$ cat config.mk
export PLATFORM = sky130hd
export DESIGN_NAME = cordic_iter
export DESIGN_NICKNAME = d
export VERILOG_FILES = /design/src/rtl/cordic_iter.sv
export SDC_FILE = /design/constraint.sdc
export NUM_CORES = 2
export LEC_CHECK = 0
export CELL_PAD_IN_SITES_DETAIL_PLACEMENT = 0
export CELL_PAD_IN_SITES_GLOBAL_PLACEMENT = 1
export CORE_MARGIN = 5
export CORE_UTILIZATION = 38
export DETAILED_ROUTE_END_ITERATION = 8
export PLACE_DENSITY = 0.71
export SYNTH_ARGS = -nofsm -noshare
export SYNTH_HDL_FRONTEND = slang
export SYNTH_SLANG_ARGS = --single-unit
export TNS_END_PERCENT = 1
$ cat constraint.sdc
create_clock -name i_clk -period 8.9 [get_ports i_clk]
set_input_delay 2.67 -clock i_clk [delete_from_list [all_inputs] [get_ports i_clk]]
set_output_delay 2.67 -clock i_clk [all_outputs]
set_load 0.1 [all_outputs]
$ cat src/rtl/cordic_iter.sv
// Iterative CORDIC engine: one micro-rotation per clock, one operation in flight.
// ROTATE mode produces cos/sin of an angle in [-pi,+pi]; VECTOR mode produces
// magnitude and atan2 of (x,y). A quadrant pre-rotation brings every operand
// into the convergence range of the micro-rotations, and a final SCALE cycle
// removes the CORDIC gain.
//
// Handshakes (valid/ready): a transfer happens on a rising edge where both
// valid and ready are high. Input side: o_ready is high only in IDLE, and
// i_valid outside IDLE is ignored. Output side: o_valid is held together with
// o_a/o_b/o_z, unchanged, until a rising edge where i_ready is high.
module cordic_iter #(
  parameter int FRAC  = 16,
  parameter int W     = 24,
  parameter int ITER  = 16,
  parameter int GUARD = 2,
  localparam int CW   = (ITER > 1) ? $clog2(ITER) : 1
) (
  input  logic          i_clk,
  input  logic          i_rst,
  input  logic          i_valid,
  output logic          o_ready,
  input  logic          i_mode,
  input  logic [W-1:0]  i_x,
  input  logic [W-1:0]  i_y,
  input  logic [W-1:0]  i_theta,
  output logic          o_valid,
  input  logic          i_ready,
  output logic [W-1:0]  o_a,
  output logic [W-1:0]  o_b,
  output logic [W-1:0]  o_z,
  output logic [1:0]    o_dbg_state,
  output logic [CW-1:0] o_dbg_count
);

  localparam int XW = W + GUARD;  // x/y width with headroom for the gain
  localparam int PW = XW + W;     // scale product width
  localparam int FX = 60;         // fraction bits of the elaboration-time math

  // atan(1/n) in Q.FX, by its alternating power series (|1/n| <= 1/2 here).
  function automatic longint atan_inv(input longint n);
    longint term;
    longint acc;
    term = (64'sd1 <<< FX) / n;
    acc  = term;
    for (int k = 1; k < 40; k++) begin
      term = term / (n * n);
      if ((k % 2) == 1) acc = acc - term / longint'(2 * k + 1);
      else              acc = acc + term / longint'(2 * k + 1);
    end
    return acc;
  endfunction

  // Round a Q.FX value to Q.FRAC.
  function automatic longint fx_round(input longint v);
    return (v + (64'sd1 <<< (FX - FRAC - 1))) >>> (FX - FRAC);
  endfunction

  // pi/4 by Machin's formula, so no table entry relies on a slow series.
  localparam longint PI4_FX = 64'sd4 * atan_inv(64'sd5) - atan_inv(64'sd239);

  function automatic logic [ITER*W-1:0] build_atan();
    logic [ITER*W-1:0] tab;
    longint            a;
    tab = '0;
    for (int i = 0; i < ITER; i++) begin
      if (i == 0) a = PI4_FX;
      else        a = atan_inv(64'sd1 <<< i);
      tab[i*W +: W] = W'(fx_round(a));
    end
    return tab;
  endfunction

  localparam logic [ITER*W-1:0] ATAN_TAB = build_atan();
  localparam logic signed [W-1:0]  PI_2  = W'(fx_round(64'sd2 * PI4_FX));
  localparam logic signed [W-1:0]  K_INV =
    W'((64'sd6072529350 * (64'sd1 <<< FRAC) + 64'sd5000000000) / 64'sd10000000000);
  localparam logic signed [XW-1:0] ONE_X = XW'(64'sd1 <<< FRAC);
  localparam logic signed [PW-1:0] SAT_MAX = {{(XW + 1){1'b0}}, {(W - 1){1'b1}}};
  localparam logic signed [PW-1:0] SAT_MIN = {{(XW + 1){1'b1}}, {(W - 1){1'b0}}};

  typedef enum logic [1:0] {
    IDLE  = 2'd0,
    RUN   = 2'd1,
    SCALE = 2'd2,
    DONE  = 2'd3
  } state_t;

  state_t                state_q, state_d;
  logic [CW-1:0]         count_q, count_d;
  logic signed [XW-1:0]  x_q, x_d, y_q, y_d;
  logic signed [W-1:0]   z_q, z_d;
  logic                  mode_q, mode_d;
  logic                  zero_q, zero_d;   // VECTOR operand was (0,0)
  logic [W-1:0]          a_q, a_d, b_q, b_d, zo_q, zo_d;

  // Operand views used by the pre-rotation.
  logic signed [XW-1:0]  in_x, in_y;
  logic signed [W-1:0]   in_th;
  // Per-iteration terms.
  logic signed [XW-1:0]  x_sh, y_sh;
  logic signed [W-1:0]   atan_i;
  logic                  d_neg;
  logic signed [PW-1:0]  prod_x, prod_y;

  // Product >>> FRAC, clamped to the signed W-bit output range.
  function automatic logic [W-1:0] sat_scale(input logic signed [PW-1:0] p);
    logic signed [PW-1:0] s;
    s = p >>> FRAC;
    if (s > SAT_MAX)      return SAT_MAX[W-1:0];
    else if (s < SAT_MIN) return SAT_MIN[W-1:0];
    else                  return s[W-1:0];
  endfunction

  // Next-state logic: pre-rotation on accept, micro-rotations, gain removal, hold.
  always_comb begin
    state_d = state_q;
    count_d = count_q;
    x_d     = x_q;
    y_d     = y_q;
    z_d     = z_q;
    mode_d  = mode_q;
    zero_d  = zero_q;
    a_d     = a_q;
    b_d     = b_q;
    zo_d    = zo_q;

    in_x   = XW'($signed(i_x));
    in_y   = XW'($signed(i_y));
    in_th  = $signed(i_theta);
    x_sh   = x_q >>> count_q;
    y_sh   = y_q >>> count_q;
    atan_i = $signed(ATAN_TAB[int'(count_q)*W +: W]);
    // VECTOR drives y toward zero; ROTATE drives z toward zero.
    d_neg  = mode_q ? (y_q >= 0) : (z_q < 0);
    prod_x = PW'(x_q) * PW'(K_INV);
    prod_y = PW'(y_q) * PW'(K_INV);

    case (state_q)
      IDLE: begin
        if (i_valid) begin
          mode_d  = i_mode;
          zero_d  = (i_x == '0) && (i_y == '0);
          count_d = '0;
          state_d = RUN;
          if (!i_mode) begin
            if (in_th > PI_2) begin
              x_d = '0;     y_d = ONE_X;  z_d = in_th - PI_2;
            end else if (in_th < -PI_2) begin
              x_d = '0;     y_d = -ONE_X; z_d = in_th + PI_2;
            end else begin
              x_d = ONE_X;  y_d = '0;     z_d = in_th;
            end
          end else begin
            if (in_x < 0 && in_y >= 0) begin
              x_d = in_y;   y_d = -in_x;  z_d = PI_2;
            end else if (in_x < 0) begin
              x_d = -in_y;  y_d = in_x;   z_d = -PI_2;
            end else begin
              x_d = in_x;   y_d = in_y;   z_d = '0;
            end
          end
        end
      end
      RUN: begin
        if (d_neg) begin
          x_d = x_q + y_sh;
          y_d = y_q - x_sh;
          z_d = z_q + atan_i;
        end else begin
          x_d = x_q - y_sh;
          y_d = y_q + x_sh;
          z_d = z_q - atan_i;
        end
        if (count_q == CW'(ITER - 1)) begin
          count_d = '0;
          state_d = SCALE;
        end else begin
          count_d = count_q + 1'b1;
        end
      end
      SCALE: begin
        a_d     = (mode_q && zero_q) ? '0 : sat_scale(prod_x);
        b_d     = mode_q ? '0 : sat_scale(prod_y);
        zo_d    = (mode_q && zero_q) ? '0 : z_q;
        state_d = DONE;
      end
      DONE: begin
        if (i_ready) state_d = IDLE;
      end
      default: state_d = IDLE;
    endcase
  end

  // State and datapath registers; reset aborts any operation in flight.
  always_ff @(posedge i_clk) begin
    if (i_rst) begin
      state_q <= IDLE;
      count_q <= '0;
      x_q     <= '0;
      y_q     <= '0;
      z_q     <= '0;
      mode_q  <= 1'b0;
      zero_q  <= 1'b0;
      a_q     <= '0;
      b_q     <= '0;
      zo_q    <= '0;
    end else begin
      state_q <= state_d;
      count_q <= count_d;
      x_q     <= x_d;
      y_q     <= y_d;
      z_q     <= z_d;
      mode_q  <= mode_d;
      zero_q  <= zero_d;
      a_q     <= a_d;
      b_q     <= b_d;
      zo_q    <= zo_d;
    end
  end

  assign o_ready     = (state_q == IDLE);
  assign o_valid     = (state_q == DONE);
  assign o_a         = a_q;
  assign o_b         = b_q;
  assign o_z         = zo_q;
  assign o_dbg_state = state_q;
  assign o_dbg_count = count_q;

endmodule

==> results.ini <==
[status]
status = completed

[detailed_routing]
firstDrtPassIters = 5
drt-initial-drc-count = 1590
via_per_inst = 5.282
ant_nets = 0
drc_errors = 0
wl_per_cell_microns = 19.41
vias = 26180
wl_microns = 96210

[critical_path]
worst_setup_path_end_kind = register
reg2regPathDepth = 24
crit_chain = inv_1 > ha_1 > xor2_1 > ha_1 > inv_1 > fa_1 > inv_1 > fa_1 > fa_1 > inv_1 > fa_1 > inv_1 > ha_1 > a21o_1 > a21o_1 > a21oi_1 > o21a_1 > a21oi_1 > o31ai_4 > a21oi_1 > a211o_1 > maj3_1 > o21a_1 > a221o_1
slowest_delay_ns = 0.83
crit_family = adder cells
crit_top_cell = inv_1
worst-path-max-fanout = 23
crit_arrival_ns = 7.99
cp.required_ns = 9.28
cp_slowest_cell = dfxtp_1
crit_buf_inv = 5
cp.depth = 24
worstSetupStartpointType = register
critPathKind = register to register

[clocking]
post_cts_buffers = 0
cts_max_level = 4
clock_latency_ns = 0.51
clockBufferDepth = 2
numCtsBuffers = 17
cts_tree = built
clkTransAtPathRegs_ns = 0.09
cts.repair.resized = 0
root_buffer = clkbuf_16
hold_buffers = 0
clock_sinks = 156

[floorplan]
die_h_microns = 303.4
fp.dieArea_sq_mm = 0.09208
core_sq_mm = 0.08528
pin_count = 157
initial_core_util_pct = 38.37
dieWidth_microns = 303.4
std_cell_rows = 107

[timing]
slew_headroom_pct = 31.13
worstMarginPinSlew_ns = 1.030
skew_ns = 0.02777
rsz0062_at_grt = false
tns_ns = 0
report.final.slew_viol_count = 0
max_freq_ghz = 0.1314
timing.final.crit_share_pct = 85.49
timing.final.crit_period_ns = 7.609
finalHoldViolCount = 0
setup_viol_count_final = 0
fin_ws_ns = 1.291
hold_ws_ns = 0.4671

[global_route]
grt_max_degree = 76
grt_pass1_vias = 26650
grt_usage_pct = 20.89
grt_first_pass_wirelength_microns = 151600
grt_overflow = 0
antenna_found_initial = 2

[synthesis]
yosys_register_bits = 156
synthTopCellsByCount = inv_1, ha_1, fa_1, a21oi_1, nor2_1
synthTopCellsByArea = fa_1, ha_1, dfxtp_1
synth_fp_nets = 4671
yosys_warnings = 0
synthArstFlopShare_pct = 0
yosysMostFrequentCell = inv_1
synth_flop_cell = dfxtp_1
syn_inst = 3721
seq_area_frac_synth_pct = 9.544
yosys.area.top_type = fa_1
synth_cell_types = 86
synth_top_area_share_pct = 21.96
synth_area_sq_mm = 0.03272
synth_edf_count = 0
postSynthAreaPerCell_sq_um = 8.794

[layout]
nets = 4748
drive_gt1_share_pct = 4.854
num-fill-cells = 8570
final_cells = 4956
area_delta_synth_final_pct = 10.32

[min_path]
whs_path_depth = 2
hp-class = register to register

[placement]
portBuffers = 156
dp_cells = 4923
finalWeightedCongestion = 0.8986
pre_cts_ws_ns = 1.258
dp_hpwl_microns = 78430

[job]
max-cap-violations = 0

[state kept, by name, indices dropped and copies added, names as in the netlist]
register     count
o_z             24
zero_q           1
y_q             26
x_q             26
mode_q           1
o_dbg_count      4
z_q             24
o_b             24
o_dbg_state      2
o_a             24
[layout make-up]
cell class              count  area [sq um]  share of cell area [%]
multi-input cells        2775         26610                   73.72
flip-flops and latches    156          3133                   8.679
inverters                 655          2459                   6.811
repair buffers            193          1827                   5.060
well taps                1144          1431                   3.965
clock buffers              17         425.4                   1.178
clock inverters            15         209.0                  0.5788
diodes                      1         2.502                0.006932
[final timing paths]
| path | startpoint | end | slack [ns] |
|---|---|---|---|
| hold reg to reg | o_b[23]$_SDFFE_PP0P_ | o_b[23]$_SDFFE_PP0P_ | 0.47 |
| setup reg to reg | y_q[13]$_SDFFE_PP0P_ | o_b[3]$_SDFFE_PP0P_ | 1.29 |
| setup / recovery | y_q[13]$_SDFFE_PP0P_ | o_b[3]$_SDFFE_PP0P_ | 1.29 |
| hold / removal | o_b[23]$_SDFFE_PP0P_ | o_b[23]$_SDFFE_PP0P_ | 0.47 |
[per-stage QoR]
stage / utilization, % / cell area (sq um)
after global placement: 41.58 / 35460
after floorplan: - / 32720
after global routing: 42.33 / 36100
after detailed placement: 41.58 / 35460
final: 42.33 / 36100
after CTS: 42.33 / 36100
[tightest hold or removal path: cells and delay by family (launching register included)]
kind / cells / cell delay [ns]
flops: 1 / 0.34
compound gates: 1 / 0.06
simple gates: 1 / 0.05
[logic make-up after synthesis]
logic type,Yosys count,share of synthesized area [%]
fa+ha+maj,874,41.65
compound gates,799,15.91
simple gates,706,10.28
mux,108,5.652
buf+inv,790,9.250
flops,156,9.544
xor+xnor,288,7.709
[routing by layer]
metal / track usage, % / vias to the layer above / share of wire, %
li1: - / 12800 / -
met1: 27.68 / 12730 / 44
met2: 35.48 / 533 / 48
met3: 2.875 / 112 / 4.1
met4: 6.556 / 4 / 3.1
met5: 0 / - / 0.025
[cells in the final DEF (no fill, tap or decap), types with 16 or more instances in the layout]
master / count
buf_4: 38
clkbuf_16: 17
mux2i_1: 29
nor4_1: 17
nand2_1: 135
nor3_1: 74
inv_1: 653
a31oi_1: 29
o21ai_0: 104
mux2_2: 16
nand4_1: 23
xor2_1: 112
o21bai_1: 18
o21ai_1: 16
ha_1: 513
clkdlybuf4s50_1: 153
dfxtp_1: 152
a221o_1: 48
mux4_2: 58
a21o_1: 58
nor2_1: 259
a211oi_1: 42
a21oi_1: 296
nor2b_1: 60
a221oi_1: 55
and2_1: 17
o21a_1: 30
xnor2_1: 176
nand3_1: 38
fa_1: 359
Power is not shown: default switching activity piles up to over one toggle a cycle in this logic, so the estimate is an artifact.
